File: config.mk
export PLATFORM = sky130hd
export DESIGN_NAME = ldpc_min_sequencer
export DESIGN_NICKNAME = d
export VERILOG_FILES = /design/src/rtl/ldpc_pkg.sv /design/src/rtl/ldpc_minimum.sv /design/src/rtl/ldpc_min_sequencer.sv
export SDC_FILE = /design/constraint.sdc
export NUM_CORES = 1
export LEC_CHECK = 0
export ABC_CLOCK_PERIOD_IN_PS = 4300
export CAP_MARGIN = 20
export CORE_MARGIN = 1
export CORE_UTILIZATION = 57
export CTS_CLUSTER_DIAMETER = 100
export DETAILED_ROUTE_END_ITERATION = 6
export DONT_BUFFER_PORTS = 1
export PLACE_DENSITY = 0.72
export SYNTH_ARGS = -nofsm -noshare
export SYNTH_HDL_FRONTEND = slang
export SYNTH_SLANG_ARGS = --single-unit
File: constraint.sdc
create_clock -name i_clock -period 4.3 [get_ports i_clock]
set_input_delay 0.86 -clock i_clock [delete_from_list [all_inputs] [get_ports i_clock]]
set_output_delay 0.86 -clock i_clock [all_outputs]
set_load 0.01 [all_outputs]
File: src/rtl/ldpc_pkg.sv
// Shared definitions for the LDPC check-node minimum sequencer.
package ldpc_pkg;

  // Pipeline depth of the 8-input minimum unit.
  localparam int MIN_LATENCY = 3;

  typedef enum logic [2:0] {
    StIdle,
    StPass1,
    StDrain1,
    StPass2,
    StDrain2,
    StDone
  } seq_state_e;

endpackage

File: src/rtl/ldpc_minimum.sv
// 8-input unsigned minimum tree, three registered stages.
// Ties resolve to the higher lane; location is reported one-hot.
module ldpc_minimum #(
  parameter int WIDTH = 16
) (
  input  logic               clock,
  input  logic               reset,
  input  logic [8*WIDTH-1:0] in_data,
  output logic [WIDTH-1:0]   out_min,
  output logic [7:0]         out_loc
);

  logic [WIDTH-1:0] s1_val [4];
  logic [7:0]       s1_loc [4];
  logic [WIDTH-1:0] s2_val [2];
  logic [7:0]       s2_loc [2];
  logic [WIDTH-1:0] s3_val;
  logic [7:0]       s3_loc;

  // Pairwise compare tree, one level per stage.
  always_ff @(posedge clock) begin
    if (reset) begin
      for (int i = 0; i < 4; i++) begin
        s1_val[i] <= '1;
        s1_loc[i] <= '0;
      end
      for (int i = 0; i < 2; i++) begin
        s2_val[i] <= '1;
        s2_loc[i] <= '0;
      end
      s3_val <= '1;
      s3_loc <= '0;
    end else begin
      for (int i = 0; i < 4; i++) begin
        if (in_data[(2*i+1)*WIDTH +: WIDTH] <= in_data[2*i*WIDTH +: WIDTH]) begin
          s1_val[i] <= in_data[(2*i+1)*WIDTH +: WIDTH];
          s1_loc[i] <= 8'b1 << (2*i+1);
        end else begin
          s1_val[i] <= in_data[2*i*WIDTH +: WIDTH];
          s1_loc[i] <= 8'b1 << (2*i);
        end
      end
      for (int i = 0; i < 2; i++) begin
        if (s1_val[2*i+1] <= s1_val[2*i]) begin
          s2_val[i] <= s1_val[2*i+1];
          s2_loc[i] <= s1_loc[2*i+1];
        end else begin
          s2_val[i] <= s1_val[2*i];
          s2_loc[i] <= s1_loc[2*i];
        end
      end
      if (s2_val[1] <= s2_val[0]) begin
        s3_val <= s2_val[1];
        s3_loc <= s2_loc[1];
      end else begin
        s3_val <= s2_val[0];
        s3_loc <= s2_loc[0];
      end
    end
  end

  assign out_min = s3_val;
  assign out_loc = s3_loc;

endmodule

File: src/rtl/ldpc_min_sequencer.sv
// Two-pass min1/min2 search over one check-node row using a shared 8-input min unit.
module ldpc_min_sequencer
  import ldpc_pkg::*;
#(
  parameter int WIDTH   = 16,
  parameter int MAX_DEG = 32,
  localparam int NCHUNK = MAX_DEG / 8,
  localparam int IDXW   = $clog2(MAX_DEG)
) (
  input  logic                     i_clock,
  input  logic                     i_reset,
  input  logic                     i_start,
  input  logic [IDXW:0]            i_degree,
  input  logic [MAX_DEG*WIDTH-1:0] i_row_data,
  output logic                     o_busy,
  output logic                     o_done,
  output logic                     o_error,
  output logic [WIDTH-1:0]         o_min1,
  output logic [WIDTH-1:0]         o_min2,
  output logic [IDXW-1:0]          o_min1_index
);

  // Counter wide enough for both chunk count and drain length.
  localparam int CW = ($clog2(NCHUNK + 1) > 2) ? $clog2(NCHUNK + 1) : 2;
  localparam logic [CW-1:0] CNT_ONE    = 1;
  localparam logic [CW-1:0] DRAIN_LAST = CW'(MIN_LATENCY - 1);
  localparam logic [IDXW:0] DEG_ONE    = 1;

  seq_state_e               state_q;
  logic [CW-1:0]            cnt_q;
  logic [CW-1:0]            last_chunk_q;
  logic [CW-1:0]            ret_q;
  logic [MAX_DEG*WIDTH-1:0] row_q;
  logic [MIN_LATENCY-1:0]   vld_q;
  logic [WIDTH-1:0]         run_min1;
  logic [WIDTH-1:0]         run_min2;
  logic [IDXW-1:0]          run_idx;

  logic [8*WIDTH-1:0]       mu_in;
  logic [WIDTH-1:0]         mu_min;
  logic [7:0]               mu_loc;
  logic [2:0]               enc;
  logic [CW+2:0]            gidx_wide;
  logic [IDXW-1:0]          gidx;
  logic [IDXW:0]            deg_m1;
  logic                     deg_bad;
  logic                     issue;
  int                       lane;

  assign issue   = (state_q == StPass1) || (state_q == StPass2);
  assign deg_bad = (i_degree == '0) || (int'(i_degree) > MAX_DEG);
  assign deg_m1  = i_degree - DEG_ONE;

  // Select the current chunk; second pass hides the min1 lane.
  always_comb begin
    mu_in = '1;
    lane  = 0;
    if (issue) begin
      for (int k = 0; k < 8; k++) begin
        lane = int'(cnt_q) * 8 + k;
        if (!(state_q == StPass2 && lane == int'(run_idx))) begin
          mu_in[k*WIDTH +: WIDTH] = row_q[lane*WIDTH +: WIDTH];
        end
      end
    end
  end

  // One-hot location to lane number, then prepend the returning chunk number.
  always_comb begin
    enc = '0;
    for (int k = 0; k < 8; k++) begin
      if (mu_loc[k]) enc = enc | 3'(k);
    end
    gidx_wide = {ret_q, enc};
    gidx      = gidx_wide[IDXW-1:0];
  end

  ldpc_minimum #(
    .WIDTH(WIDTH)
  ) u_min (
    .clock  (i_clock),
    .reset  (i_reset),
    .in_data(mu_in),
    .out_min(mu_min),
    .out_loc(mu_loc)
  );

  // Sequencer FSM, running compare and registered outputs.
  always_ff @(posedge i_clock) begin
    if (i_reset) begin
      state_q      <= StIdle;
      cnt_q        <= '0;
      last_chunk_q <= '0;
      ret_q        <= '0;
      row_q        <= '1;
      vld_q        <= '0;
      run_min1     <= '1;
      run_min2     <= '1;
      run_idx      <= '1;
      o_busy       <= 1'b0;
      o_done       <= 1'b0;
      o_error      <= 1'b0;
      o_min1       <= '0;
      o_min2       <= '0;
      o_min1_index <= '0;
    end else begin
      vld_q   <= {vld_q[MIN_LATENCY-2:0], issue};
      o_done  <= 1'b0;
      o_error <= 1'b0;
      if (o_done) o_busy <= 1'b0;

      // Strictly-less update keeps the earlier chunk on ties.
      if (vld_q[MIN_LATENCY-1]) begin
        ret_q <= ret_q + CNT_ONE;
        if (state_q == StPass1 || state_q == StDrain1) begin
          if (mu_min < run_min1) begin
            run_min1 <= mu_min;
            run_idx  <= gidx;
          end
        end else if (state_q == StPass2 || state_q == StDrain2) begin
          if (mu_min < run_min2) run_min2 <= mu_min;
        end
      end

      unique case (state_q)
        StIdle: begin
          if (i_start && !o_busy) begin
            if (deg_bad) begin
              o_error <= 1'b1;
            end else begin
              for (int k = 0; k < MAX_DEG; k++) begin
                row_q[k*WIDTH +: WIDTH] <= (k < int'(i_degree)) ?
                                           i_row_data[k*WIDTH +: WIDTH] : '1;
              end
              last_chunk_q <= CW'(deg_m1 >> 3);
              cnt_q        <= '0;
              ret_q        <= '0;
              run_min1     <= '1;
              run_min2     <= '1;
              run_idx      <= '1;
              o_busy       <= 1'b1;
              state_q      <= StPass1;
            end
          end
        end
        StPass1, StPass2: begin
          if (cnt_q == last_chunk_q) begin
            cnt_q   <= '0;
            state_q <= (state_q == StPass1) ? StDrain1 : StDrain2;
          end else begin
            cnt_q <= cnt_q + CNT_ONE;
          end
        end
        StDrain1, StDrain2: begin
          if (cnt_q == DRAIN_LAST) begin
            cnt_q   <= '0;
            ret_q   <= '0;
            state_q <= (state_q == StDrain1) ? StPass2 : StDone;
          end else begin
            cnt_q <= cnt_q + CNT_ONE;
          end
        end
        StDone: begin
          o_min1       <= run_min1;
          o_min2       <= run_min2;
          o_min1_index <= run_idx;
          o_done       <= 1'b1;
          state_q      <= StIdle;
        end
        default: state_q <= StIdle;
      endcase
    end
  end

endmodule

---- Word level (Yosys, flattened, before mapping) ----
Memory sizes are Yosys's and may differ from the RTL's.
Index checks and enable logic that the tools add are counted.
word-level totals
  logic and storage cells ................. 304
  bits in writable memories ............... 144
  register bits after elaboration ......... 628
  output and inout bits ................... 40
  memories ................................ 4
  bits of input ports ..................... 521
memory list
  memory        words  bits a word  rd ports  clocked after Yosys merged registers in  write ports  line                text
  u_min.s1_val  4      16           4         0                                        4            ldpc_minimum.sv:13  logic [WIDTH-1:0] s1_val [4];
  u_min.s1_loc  4      8            4         0                                        4            ldpc_minimum.sv:14  logic [7:0] s1_loc [4];
  u_min.s2_val  2      16           2         0                                        2            ldpc_minimum.sv:15  logic [WIDTH-1:0] s2_val [2];
  u_min.s2_loc  2      8            2         0                                        2            ldpc_minimum.sv:16  logic [7:0] s2_loc [2];
cells by class
  equal/unequal tests ..................... 19
  shift-type cells ........................ 8
  bitwise logic cells ..................... 27
  multiplexer cells ....................... 154
  magnitude comparators ................... 42
  add/subtract/negate cells ............... 10
  reduce and logical (&&, ||, !) cells .... 23
operator list
  cell                   count
  $shiftx A512 B12 Y16   7
  $mux W16               66
  $shiftx A512 B11 Y16   1
  $mux W128              1
  $le A16 B16 Y1         7
  $mux W8                13
  $lt A5 B6 Y1 const A   16
  $mux W3                18
  $eq A7 B5 Y1           7
  $lt A4 B6 Y1 const A   8
  $mux W1                45
  $lt A16 B16 Y1         2
  $mux W5                6
  $add A6 B3 Y7 const B  4
  $lt A3 B6 Y1 const A   4
  $or A1 B1 Y1           24
  $pmux W3 S3            2
  $add A6 B2 Y7 const B  2
  $lt A1 B6 Y1 const A   2
  $lt A2 B6 Y1 const A   2
  $eq A3 B2 Y1 const B   3
  $logic_and A1 B1 Y1    9
  $ne A2 B2 Y1 const B   4
  $add A6 B1 Y7 const B  1
  19 further kinds       29

---- Logic depth before layout (Yosys ltp) ----
  depth after elaboration ................. 13
  depth in mapped cells ................... 15
  depth with buffers taken out ............ 11

---- Hierarchy ----
From an unflattened synthesis, not the netlist that was laid out.
second synthesis, totals
  cells, all modules ...................... 3133
  area, all modules ....................... 33671.0 sq um
modules (own cells, without submodules)
  module              area an instance (sq um)  cells an instance  seq. area each (sq um)  instances
  ldpc_min_sequencer  24633.6                   2195               12071.6                 1
  ldpc_minimum        9037.4                    938                3843.7                  1

---- Least setup slack after synthesis ----
Ideal clock, no wire load.
  kind .................................... register -> register
  from .................................... register cnt_q[0]
  to ...................................... memory u_min.s1_val[3][10], data pin
  required time ........................... 4141 ps
  cell stages (with the launch flop) ...... 14
  period minus slack after synthesis ...... 3968 ps
  library setup time ...................... 159 ps
  setup slack ............................. 332 ps
  path buffers ............................ 4
  arrival ................................. 3809 ps
  cells stage by stage .................... dfxtp_1 > clkbuf_1 > buf_2 > buf_1 > mux4_2 > a21oi_1 > ha_1 > a21oi_1 > o21ai_0 > o2bb2ai_1 > o31ai_1 > nor2_1 > clkbuf_1 > a22oi_1
RTL lines
  what                    line                       text
  start, declared         ldpc_min_sequencer.sv:30   logic [CW-1:0] cnt_q;
  start signal, assigned  ldpc_min_sequencer.sv:151  cnt_q <= cnt_q + CNT_ONE;
  start signal, assigned  ldpc_min_sequencer.sv:160  cnt_q <= cnt_q + CNT_ONE;
  end, declared           ldpc_minimum.sv:13

==> reports/results.tsv <==
stage	metric	value	unit
outcome	status	finished with violations	
outcome	violated checks	DRC	
critical_path	reg2reg setup slack	0.39	ns
timing	setup TNS	0	ns
yosys	Cell variety after synth	77	
timing	Slew Viols, Final	0	
drt	vias after detailed routing	24300	
min_path	Hold Path Sink	o_min2[2]$_SDFFE_PP0P_	
critical_path	CP Launch Type	flip-flop	
global_routing	largest net degree at the start of global routing	212	
clock_tree	Reg clk slew, reported paths	0.06	ns
timing	min Tclk post-route	3.91	ns
floorplanning	Initial Util	57.6	%
drt	ANT nets after route	0	
placement	dpl ws	0.465	ns
power	Worst VDD drop	0.380	mV
yosys	Post-synth EDFFs	110	
critical_path	CP Data Arrival Time	4.22	ns
timing	Setup WS post-layout	0.390	ns
critical_path	CP endpoint kind	flip-flop	
yosys	synth warn	0	
drt	drt first pass iters	7	
clock_tree	TritonCTS Buffers	76	
min_path	Hold Path Stages	1	
yosys	Syn Inst Count	2892	
yosys	cell area after synthesis	0.0325	mm2
drt	drt first-iter violations	1895	
global_routing	antenna violations before repair	8	
timing	Fmax	0.256	GHz
power	pwr dens	535	mW/mm2
critical_path	kind of critical path	reg -> reg	
clock_tree	H-Tree Depth	3	
clock_tree	CTS Hold Buffers Added	0	
floorplanning	site row count	87	
cells_and_area	fill count	4437	
timing	RSZ-0062 raised after global routing	false	
floorplanning	core area	0.0564	mm2
yosys	Post-Syn Area per Cell	11.2	um2
drt	final WL	96900	um
timing	Slew headroom	26.9	%
yosys	post-synthesis compound-gate area fraction	22.6	%
cells_and_area	Layout area overhead	10.8	%
min_path	path type of the worst min-delay path	in -> reg	
cells_and_area	proportion of layout cells with a drive suffix above 1	12.9	%
global_routing	final global-route overflow total	0	
drt	DRC viols	2	
cells_and_area	nets	3568	
clock_tree	TritonCTS clock tree	built	
critical_path	reg2reg path depth	10	
clock_tree	post-CTS setup buffer count	0	
yosys	simple-gate share of the synthesized area	8.35	%
critical_path	critical path required time	4.61	ns
run	Max Cap Viol	0	
timing	crit share post-route	90.9	%
clock_tree	CTS resizes	0	
power	Pleak	0.0130	uW
min_path	HP Start	i_reset	
power	register share of total power	42.3	%
power	Net Sw Frac	30.5	%
power	sw power	5870	uW
placement	routability cong.	0.902	
yosys	asr flop ratio synth	0	%
critical_path	worst r2r src	cnt_q[0]$_SDFFE_PP0P_	
clock_tree	Root Driver	clkbuf_16	
placement	Post-DP HPWL	71300	um
yosys	Seq cells post-synth	736	
floorplanning	Die X	241	um
cells_and_area	most frequent cells in the layout	dfxtp_1, o22a_1, nand2_1	
global_routing	total track usage	32.6	%
global_routing	vias in the first global route	23900	
timing	clk_skew	0.0296	ns
floorplanning	I/O pin count	561	
cells_and_area	most common cell after layout, fill and taps aside	dfxtp_1	
critical_path	capturing point of the worst reg2reg path	u_min.s1_val[2][10]$_SDFFCE_PN1P_	
yosys	largest family of logic cells by synthesized area	compound AO/OA/AOI/OAI gates	
drt	Via density	6.53	
yosys	post-synthesis mux area share	10.4	%
power	clock network power share	34.8	%
yosys	Synth Flop Type	dfxtp_1	
power	Combinational Power Share	22.9	%
yosys	adder-cell share of the synthesized area	5.55	%
global_routing	first-pass GRT wire length	143000	um
floorplanning	Die ar.	0.0579	mm2
floorplanning	Die Height	241	um
yosys	post-synthesis sequential area ratio	48.8	%
timing	final hold vios	0	
drt	average wire per standard cell	26.0	um
timing	final setup fails	0	
timing	slew of the pin with the lowest slew margin	1.10	ns
placement	IO Port Bufs	0	
yosys	xor/xnor cell area share of the yosys netlist	0.270	%
power	internal power	13400	uW
clock_tree	clock network latency to the later pin of the worst-skew pair	0.64	ns
clock_tree	clk sink count	736	
clock_tree	Clock Path Buffers	3	
critical_path	crit path max fanout	70	
## power groups by stage
stage	clock network (uW)	logic, uW	registers [uW]
final	6710	4400	8140
after global routing	7050	4730	8200
after CTS	6760	4360	8130
after detailed placement	0	4340	8270
after global placement	0	4230	8230
after floorplan	0	3290	8090
## through the flow
step                      cell area (um2)  cells  power, uW  util, %  hold slack [ns]
after floorplan                     32900   3001      11400        -            0.414
after global placement              33400   3580      12500     59.2            0.421
after detailed placement            33400   3581      12600     59.2            0.435
after CTS                           36000   3714      19200     63.8            0.294
after global routing                36000   3719      20000     63.8            0.287
final                               36000   3722      19300     63.8            0.313
## cell usage after synthesis, types with 3 or more instances
| library cell | instances | area share [%] |
|---|---|---|
| mux2i_1 | 48 | 1.5 |
| edfxtp_1 | 110 | 10 |
| o211ai_1 | 8 | 0.18 |
| o22a_1 | 502 | 14 |
| a21o_1 | 10 | 0.23 |
| nor3_1 | 54 | 0.83 |
| o21ai_0 | 18 | 0.28 |
| o21ai_4 | 6 | 0.30 |
| ha_1 | 144 | 5.5 |
| and3_1 | 11 | 0.21 |
| nand4_1 | 24 | 0.46 |
| o21a_1 | 3 | 0.069 |
| o31ai_1 | 4 | 0.092 |
| o21ai_1 | 6 | 0.092 |
| buf_1 | 30 | 0.35 |
| dfxtp_1 | 626 | 39 |
| a211oi_1 | 25 | 0.58 |
| buf_6 | 10 | 0.35 |
| a22oi_1 | 15 | 0.35 |
| mux4_2 | 128 | 8.9 |
| nand3_1 | 29 | 0.45 |
| and2_1 | 8 | 0.15 |
| buf_2 | 45 | 0.69 |
| a31oi_1 | 52 | 1.0 |
| a221o_1 | 19 | 0.59 |
| nor3b_1 | 13 | 0.30 |
| nor2_1 | 153 | 1.8 |
| nand2b_1 | 10 | 0.19 |
| a21boi_0 | 53 | 1.2 |
| buf_4 | 8 | 0.18 |
| o31a_1 | 3 | 0.081 |
| nor2b_1 | 16 | 0.31 |
| nor4_1 | 9 | 0.17 |
| and4_1 | 4 | 0.11 |
| inv_1 | 82 | 0.95 |
| o21ai_2 | 9 | 0.24 |
| a21bo_2 | 15 | 0.46 |
| a31o_2 | 17 | 0.46 |
| a21oi_1 | 141 | 2.2 |
| nand2_4 | 6 | 0.21 |
| nand2_1 | 232 | 2.7 |
| xor2_1 | 8 | 0.22 |
| clkbuf_1 | 136 | 1.6 |
## logic make-up after synthesis
family	Yosys count
XOR/XNOR	10
buffers and inverters	313
flip-flops	736
AND/OR/NAND/NOR	587
adder cells (fa/ha/maj)	144
AO/OA/AOI/OAI	925
multiplexers	176
other	1
## metal layers
layer	track usage (%)	part of all wire [%]	up-vias
met1	39.7	39	12000
met3	8.04	8.0	234
met2	54.2	48	1060
met5	0	0.041	-
met4	15.6	4.6	6
li1	-	-	11000
## critical path, stage by stage, from the launching register on
cell and delay (ns):
dfxtp_4 0.40, buf_12 0.43, mux4_2 0.64, a21boi_0 0.45
ha_1 0.24, nand4_1 0.13, nor4_1 0.38, a21boi_0 0.27
o31a_1 0.22, buf_12 0.20, a31oi_1 0.11
## flip-flops by register name, summed over array words and instances (netlist names)
name and count:
row_q 512, u_min.s1_val 64, u_min.s2_val 32, o_min1 16, o_min2 16, run_min1 16
run_min2 16, u_min.out_min 16, u_min.out_loc 7, u_min.s1_loc 7, u_min.s2_loc 7, o_min1_index 5
run_idx 5, cnt_q 3, last_chunk_q 3, state_q 3, vld_q 3, ret_q 2
o_busy 1, o_done 1, o_error 1
## worst max path at each step
stage | startpoint | to | depth (start not counted)
2_1_floorplan | cnt_q[0]$_SDFFE_PP0P_ | u_min.s1_val[3][10]$_DFFE_PP_ | 13
3_3_place_gp | cnt_q[0]$_SDFFE_PP0P_ | u_min.s1_val[2][0]$_SDFFCE_PN1P_ | 11
3_5_place_dp | cnt_q[0]$_SDFFE_PP0P_ | u_min.s1_val[2][14]$_SDFFCE_PN1P_ | 10
4_1_cts | cnt_q[0]$_SDFFE_PP0P_ | u_min.s1_val[2][10]$_SDFFCE_PN1P_ | 10
5_1_grt | cnt_q[1]$_SDFFE_PP0P_ | u_min.s1_val[2][9]$_SDFFCE_PN1P_ | 12
6_report | cnt_q[0]$_SDFFE_PP0P_ | u_min.s1_val[2][10]$_SDFFCE_PN1P_ | 10
## layout make-up
cell class                      count  area (um2)  area share (%)
Clock inverter                     25         285           0.793
Multi-Input combinational cell   1952       15700            43.8
Clock buffer                      108        2270            6.32
Timing Repair Buffer               54         547            1.52
Antenna cell                        8        20.0          0.0557
Inverter                           83         313           0.870
Tap cell                          756         946            2.63
Sequential cell                   736       15800            44.0
Note: power is estimated with default switching activity, not from simulation.
